===== src/rtl/mv_pkg.sv =====
// Shared types for the 4x4 FP32 matrix-vector issue path.
package mv_pkg;
   typedef logic [3:0][31:0]  vec4_t;   // [3] = x ... [0] = w
   typedef logic [15:0][31:0] mat4_t;   // [15] = m00 ... [0] = m33

   typedef enum logic [1:0] {
      IDLE  = 2'd0,
      RUN   = 2'd1,
      DRAIN = 2'd2
   } mv_iss_state_t;

   localparam int unsigned CNT_W = 8;
endpackage


===== src/rtl/mv_credit_cnt.sv =====
// Credit counter mirroring free slots in the downstream result FIFO.
module mv_credit_cnt
   import mv_pkg::*;
#(
   parameter int unsigned CREDITS = 8
) (
   input  logic             clk,
   input  logic             rst,
   input  logic             take,
   input  logic             ret,
   output logic [CNT_W-1:0] count,
   output logic             has_credit,
   output logic             full,
   output logic             err
);
   localparam logic [CNT_W-1:0] MAX_C = CNT_W'(CREDITS);
   localparam logic [CNT_W-1:0] ONE_C = CNT_W'(1);

   logic [CNT_W-1:0] count_r;
   logic [CNT_W-1:0] count_s;
   logic             err_r;
   logic             err_s;

   // Next count: a simultaneous take and return cancel out; a return at full is dropped and flagged
   always_comb begin
      count_s = count_r;
      err_s   = err_r;
      if (take && !ret) begin
         count_s = count_r - ONE_C;
      end else if (ret && !take) begin
         if (count_r == MAX_C) begin
            err_s = 1'b1;
         end else begin
            count_s = count_r + ONE_C;
         end
      end else begin
         count_s = count_r;
      end
   end

   // Count and sticky error registers
   always_ff @(posedge clk or posedge rst) begin
      if (rst) begin
         count_r <= MAX_C;
         err_r   <= 1'b0;
      end else begin
         count_r <= count_s;
         err_r   <= err_s;
      end
   end

   assign count      = count_r;
   assign has_credit = (count_r != {CNT_W{1'b0}});
   assign full       = (count_r == MAX_C);
   assign err        = err_r;
endmodule


===== src/rtl/mv_issue_4x4_fp32.sv =====
// Issue controller: loads one matrix, then meters a vertex batch into the
// multiplier against result-FIFO credits and reports when the batch has drained.
module mv_issue_4x4_fp32
   import mv_pkg::*;
#(
   parameter int unsigned IDW     = 8,
   parameter int unsigned CREDITS = 8
) (
   input  logic           clk,
   input  logic           rst,
   input  logic           mat_valid,
   output logic           mat_ready,
   input  logic [511:0]   mat_data,
   input  logic           v_valid,
   output logic           v_ready,
   input  logic           v_last,
   input  logic [127:0]   v_data,
   output logic           m_valid,
   output logic [511:0]   m_data,
   output logic           in_valid,
   output logic [IDW-1:0] in_vertex_id,
   output logic [31:0]    vx,
   output logic [31:0]    vy,
   output logic [31:0]    vz,
   output logic [31:0]    vw,
   input  logic           credit_ret,
   output logic           busy,
   output logic           batch_done,
   output logic           credit_err
);
   localparam logic [IDW-1:0] ID_ONE = IDW'(1);

   mv_iss_state_t    state_r;
   mv_iss_state_t    state_s;
   logic [IDW-1:0]   id_r;
   logic [IDW-1:0]   in_id_r;
   logic             m_valid_r;
   mat4_t            m_data_r;
   logic             in_valid_r;
   vec4_t            v_r;
   logic             batch_done_r;
   logic             mat_hs_s;
   logic             v_hs_s;
   logic             has_credit_s;
   logic             full_s;
   logic             err_s;
   logic [CNT_W-1:0] credit_level_unused_s;

   // Ready depends only on state and credits, so upstream never sees a valid->ready path
   assign mat_ready = !rst && (state_r == IDLE);
   assign v_ready   = !rst && (state_r == RUN) && has_credit_s;
   assign mat_hs_s  = mat_valid && mat_ready;
   assign v_hs_s    = v_valid && v_ready;

   mv_credit_cnt #(.CREDITS(CREDITS)) u_credit (
      .clk        (clk),
      .rst        (rst),
      .take       (v_hs_s),
      .ret        (credit_ret),
      .count      (credit_level_unused_s),
      .has_credit (has_credit_s),
      .full       (full_s),
      .err        (err_s)
   );

   // Batch sequencing: matrix load, vertex issue until v_last, wait for all credits back
   always_comb begin
      state_s = state_r;
      case (state_r)
         IDLE: begin
            if (mat_hs_s) state_s = RUN;
            else          state_s = IDLE;
         end
         RUN: begin
            if (v_hs_s && v_last) state_s = DRAIN;
            else                  state_s = RUN;
         end
         DRAIN: begin
            if (full_s) state_s = IDLE;
            else        state_s = DRAIN;
         end
         default: state_s = IDLE;
      endcase
   end

   // State, ID counter and all registered multiplier-facing outputs
   always_ff @(posedge clk or posedge rst) begin
      if (rst) begin
         state_r      <= IDLE;
         id_r         <= '0;
         in_id_r      <= '0;
         m_valid_r    <= 1'b0;
         m_data_r     <= '0;
         in_valid_r   <= 1'b0;
         v_r          <= '0;
         batch_done_r <= 1'b0;
      end else begin
         state_r      <= state_s;
         m_valid_r    <= mat_hs_s;
         in_valid_r   <= v_hs_s;
         batch_done_r <= (state_r == DRAIN) && full_s;
         if (mat_hs_s) begin
            m_data_r <= mat_data;
            id_r     <= '0;
         end else if (v_hs_s) begin
            v_r     <= v_data;
            in_id_r <= id_r;
            id_r    <= id_r + ID_ONE;
         end
      end
   end

   assign m_valid      = m_valid_r;
   assign m_data       = m_data_r;
   assign in_valid     = in_valid_r;
   assign in_vertex_id = in_id_r;
   assign vx           = v_r[3];
   assign vy           = v_r[2];
   assign vz           = v_r[1];
   assign vw           = v_r[0];
   assign busy         = (state_r != IDLE);
   assign batch_done   = batch_done_r;
   assign credit_err   = err_s;
endmodule


===== config.mk =====
export PLATFORM = sky130hd
export DESIGN_NAME = mv_issue_4x4_fp32
export DESIGN_NICKNAME = d
export VERILOG_FILES = /design/src/rtl/mv_pkg.sv /design/src/rtl/mv_credit_cnt.sv /design/src/rtl/mv_issue_4x4_fp32.sv
export SDC_FILE = /design/constraint.sdc
export NUM_CORES = 2
export LEC_CHECK = 0
export BUFFER_PORTS_ARGS = -buffer_cell sky130_fd_sc_hd__buf_2
export CAP_MARGIN = 0
export CORE_AREA = 2 2 510 512
export DETAILED_ROUTE_END_ITERATION = 7
export DIE_AREA = 0 0 512 514
export SLEW_MARGIN = 20
export SYNTH_ARGS = -nofsm -noshare
export SYNTH_HDL_FRONTEND = slang
export SYNTH_SLANG_ARGS = --single-unit

===== constraint.sdc =====
create_clock -name clk -period 60.1 [get_ports clk]
set_input_delay 3.005 -clock clk [delete_from_list [all_inputs] [get_ports clk]]
set_output_delay 3.005 -clock clk [all_outputs]
set_load 0.01 [all_outputs]

; Word level (Yosys, flattened, before mapping)
; Index checks and enable logic that the tools add are counted.
[op_classes]
n_bitwise = 2
eq_ne = 4
n_mux = 9
reduce_logical = 20
add_sub_neg = 3
[op_table]
columns = cell, n
row1 = 2-to-1 mux 8 bit, 5
row2 = "adder 8 x 1 -> 8 bit, second input constant", 2
row3 = logical AND 1 bit, 9
row4 = "equality test 8 x 4 -> 1 bit, second input constant", 1
row5 = nonzero test 8 bit, 1
row6 = "subtractor 8 x 1 -> 8 bit, second input constant", 1
row7 = one-hot mux 2 bit (3 select lines), 1
row8 = nonzero test 2 bit, 3
row9 = 2-to-1 mux 2 bit, 2
row10 = AND reduction 2 bit, 2
row11 = logical NOT 1 bit, 3
row12 = AND reduction 3 bit, 1
row13 = "equality test 2 x 1 -> 1 bit, second input constant", 1
row14 = "equality test 2 bit, second input constant", 1
row15 = logical NOT 2 bit, 1
row16 = "!= test 2 x 1 -> 1 bit, second input constant", 1
row17 = inverter 1 bit, 2
row18 = 2-to-1 mux 1 bit, 1
[totals]
input_bits = 646
ff_bits = 670

; Longest topological paths before layout
[depth]
word_depth = 8
mapped_depth = 12
depth_no_buf = 9

; Modules after synthesis
; From an unflattened synthesis, not the netlist that was laid out.
[unflattened]
cells_unflattened = 2597
area_unflattened_um2 = 25737.2
[modules_own_cells]
columns = module, seq_area_each_um2, instances, area_each_um2, cells_each
row1 = mv_issue_4x4_fp32, 16540.9, 1, 24947.7, 2511
row2 = mv_credit_cnt, 226.5, 1, 789.5, 86

; Worst setup path after synthesis
; OpenSTA, ideal clock, no wires.
[synth_timing]
path_type = input -> output
start = input rst
end = output v_ready
arrival_ps = 3443
slack_ps = 53652
stages = 1
required_ps = 57095
cell_sequence = nor4b_1
[synth_via]
elab_chain_len = 3
[synth_lines]
columns = item, line_no
row1 = start: declaration, mv_issue_4x4_fp32.sv:10  ; input logic rst,
row2 = logical NOT 1 bit (no line), -
row3 = logical AND 1 bit (2 in a row), mv_issue_4x4_fp32.sv:51  ; assign v_ready = !rst && (state_r == RUN) && has_credit_s;
row4 = end: declaration, mv_issue_4x4_fp32.sv:15  ; output logic v_ready,
; No other way between the ends.

; Worst setup path in the final report
[layout_timing]
start = input rst
end = output mat_ready
[layout_via]
elab_chain_len = 2
[layout_lines]
columns = item, line_no
row1 = logical NOT 1 bit (no line), -
row2 = logical AND 1 bit, mv_issue_4x4_fp32.sv:50  ; assign mat_ready = !rst && (state_r == IDLE);
row3 = end: declaration, mv_issue_4x4_fp32.sv:12  ; output logic mat_ready,
; No other way between the ends.

==> results.tsv <==
stage	metric	value	unit
drt	total via count in the routed design	23970	
synth	cells after synthesis	2583	
global_route	sum of overflow across all layers after global routing	0	
pwr	Power Total	2.227	mW
pwr	switching power	0.9261	mW
worst_setup_path	class of the most critical setup path	in2out	
drt	remaining number of nets flagged by the antenna check after routing	0	
synth	synthesized area per cell	9.867	µm²
die	Placement Rows	187	
die	vertical extent of the die	514	µm
placed_design	Detail Placement HPWL	168600	µm
placed_design	routability congestion estimate	0.9057	
clock_network	clock insertion delay at the later pin of the skew report	0.75	ns
pwr	switching share of power	41.58	%
die	starting density of the core	9.876	%
cells_and_area	commonest non-fill, non-tap cell in the layout	sky130_fd_sc_hd__nand2_1	
clock_network	maximum buffer depth of the clock tree	3	
global_route	total global-route track usage	14.46	%
global_route	vias in the first global route	23000	
synth	count of unique library cells instantiated by Yosys	46	
pwr	peak supply drop	0.00002708	V
synth	synthesized netlist net count	3239	
global_route	initial antenna violation count	358	
worst_setup_path	maximum fanout encountered on the critical timing path	4	
clock_network	TritonCTS Buffers	88	
timing	worst hold-check slack	0.4657	ns
synth	number of synthesized register bits	670	
synth	sequential area share after synthesis	65.79	%
synth	Synth Warn #	0	
timing	Setup Viol. Count Final	0	
pwr	Clk pwr share	26.0	%
global_route	wire length of the first global-routing pass	245100	µm
pwr	Cell Pwr Density	56.72	nW/µm²
worst_setup_path	Worst Setup End Kind	output pin	
die	horizontal die dimension	512	µm
drt	post-detailed-route wirelength per cell	26.35	µm
clock_network	H-tree depth	3	
flow_run	max capacitance violation total	0	
cells_and_area	fraction of final layout cells with drive strength greater than 1	39.08	%
drt	sum of routed wire length over all layers	196200	µm
cells_and_area	layout-stage area growth over the synthesis result	54.07	%
status	run status	finished, final reports clean	
timing	post-route minimum period	6.785	ns
global_route	pin count of the biggest net entering global routing	141	
worst_setup_path	required time worst endpoint	57.10	ns
drt	number of DRC violations after detailed-routing iteration 0	1564	
clock_network	TritonCTS Sinks	670	
timing	Max transition margin	27.41	%
clock_network	number of setup buffers added after CTS	0	
clock_network	TritonCTS clock tree	built	
timing	worst clock skew	0.05508	ns
worst_hold_path	Tightest Hold Check Type	reg2reg	
drt	number of detailed-route iterations in the first pass	5	
pwr	Leakage Power	20.55	nW
cells_and_area	cell area after layout	39270	µm²
timing	total negative slack	0	ns
worst_setup_path	data arrival time of the critical path	3.78	ns
die	die footprint	263200	µm²
cells_and_area	number of filler cells placed in the layout	29320	
timing	RSZ-0062 raised after global routing	no	
die	number of top-level pins	1301	
pwr	fraction of power consumed by combinational cells	38.3	%
timing	maximum clock rate	0.1474	GHz
placed_design	cell area after placement	35840	µm²
clock_network	clock edge transition at the registers on the reported setup and hold paths	0.05	ns
cells_and_area	final net count	4521	
timing	final worst-path cycle share	11.29	%
pwr	relative contribution of sequential cells to total power	35.8	%
cells_and_area	highest-count cells in the layout ignoring fill and taps	sky130_fd_sc_hd__nand2_1 (1548), sky130_fd_sc_hd__buf_2 (1300), sky130_fd_sc_hd__dfrtp_1 (669), sky130_fd_sc_hd__clkbuf_16 (88), sky130_fd_sc_hd__mux2_1 (75)	
placed_design	number of buffers added on ports	1300	
drt	detailed-route vias per instance	3.218	
worst_setup_path	register-to-register setup slack	56.03	ns
drt	number of design rule violations left after detail routing	0	
worst_setup_path	type of element launching the critical path	primary input	
pwr	cell-internal power	1.301	mW
clock_network	count of hold-fix buffers inserted at cts	0	
timing	number of pins with negative max-slew slack in the final report	0	
timing	Worst-Margin Slew	1.089	ns
die	area of the placeable core	258100	µm²
timing	Final Hold Viols	0	
clock_network	post-cts sizing count	0	
clock_network	root buffer cell	sky130_fd_sc_hd__clkbuf_16	
synth	summed instance area of the synthesized netlist	25490	µm²
## power groups by stage
stage                     Combinational, mW  Clock [mW]  Sequential [mW]
after floorplan                       0.242           0            0.902
after global placement                0.883           0            0.796
after detailed placement              0.891           0            0.799
after CTS                             0.892       0.602            0.796
after global routing                  0.919       0.618            0.826
final                                 0.852       0.579            0.796
## path summary, 6_finish.rpt
| kind | from | end | depth (start not counted) |
|---|---|---|---|
| max reg2reg | state_r[1] | vz[13] | 5 |
| min reg2reg | m_data[453] | m_data[453] | 2 |
| max in group asynchronous | rst | m_data[64] | 5 |
| min in group asynchronous | rst | vw[26] | 2 |
| max | rst | mat_ready | 3 |
| min | m_data[453] | m_data[453] | 2 |
## critical path: stages
cell and delay (ns):
sky130_fd_sc_hd__buf_2 0.15, sky130_fd_sc_hd__nor3_1 0.40, sky130_fd_sc_hd__buf_2 0.23
## sequential cells by signal, summed over array words and instances, names as in the netlist
name            count
batch_done          1
id_r                8
in_valid            1
in_vertex_id        8
m_data            512
m_valid             1
state_r             2
u_credit.count      8
u_credit.err        1
vw                 32
vx                 32
vy                 32
vz                 32
## final cells by class
cell class                      count  area (µm²)  area share, %
Inverter                           11       56.30         0.1434
Timing Repair Buffer             1323        6691          17.04
Tap cell                         3402        4257          10.84
Antenna cell                      108       270.3         0.6882
Sequential cell                   670       16770          42.70
Clock buffer                      122        2490          6.341
Multi-Input combinational cell   1771        8069          20.55
Clock inverter                     41       668.1          1.701
## routing by layer
metal	track usage (%)	share of wire (%)	routed length [µm]
met2	22.31	43	84700
met5	0	0.83	1638
met3	13.06	20	39160
met1	13.28	31	61230
met4	5.965	4.9	9520
## through the flow
| step | setup slack (ns) | util, % | cells |
|---|---|---|---|
| 2_1_floorplan | 38.32 | - | 2583 |
| 3_3_place_gp | 53.32 | 13.89 | 7177 |
| 3_5_place_dp | 53.33 | 13.89 | 7177 |
| 4_1_cts | 53.33 | 15.11 | 7340 |
| 5_1_grt | 53.30 | 15.15 | 7376 |
| 6_report | 53.31 | 15.22 | 7448 |
## synth_stat cells, drive strengths merged
cell type / number / area share [%]
o211ai: 2 / 0.059
nor3b: 2 / 0.059
nor2: 5 / 0.074
dfrtp: 669 / 66
mux2: 137 / 6.1
nor4: 2 / 0.17
a211oi: 3 / 0.088
nand2b: 1 / 0.025
clkinv: 1 / 0.015
or2: 2 / 0.049
and3: 1 / 0.025
nor3: 4 / 0.079
o311ai: 1 / 0.034
xnor2: 7 / 0.24
o31a: 2 / 0.069
a22oi: 1 / 0.029
a2111oi: 3 / 0.10
o211a: 1 / 0.039
a21oi: 3 / 0.074
a311oi: 2 / 0.069
nand4bb: 1 / 0.044
ha: 9 / 0.44
nand4: 3 / 0.074
a32o: 2 / 0.079
a311o: 1 / 0.039
nor4b: 2 / 0.069
xor2: 1 / 0.034
nand3: 5 / 0.098
nand3b: 1 / 0.029
clkbuf: 67 / 0.99
a21o: 2 / 0.059
o31ai: 1 / 0.029
dfstp: 1 / 0.10
nand2: 1549 / 23
mux2i: 3 / 0.12
a41o: 1 / 0.039
o21a: 2 / 0.059
o21ai: 7 / 0.14
fa: 1 / 0.079
inv: 10 / 0.15
buf: 64 / 1.5
nor2b: 1 / 0.025
## kinds of logic (layout without fill, tap and decap cells)
family,count (synthesis),count (layout),synth area share [%]
muxes,140,140,6.171
xor gates and xnor gates,8,8,0.2749
adders and majority gates,10,10,0.5204
buffers and inverters,142,1497,2.612
DFF,670,670,65.79
AOI/OAI and AO/OA,34,34,1.006
and+or+nand+nor,1579,1579,23.63
other,0,108,0
Power figures use the tool's default switching activity.
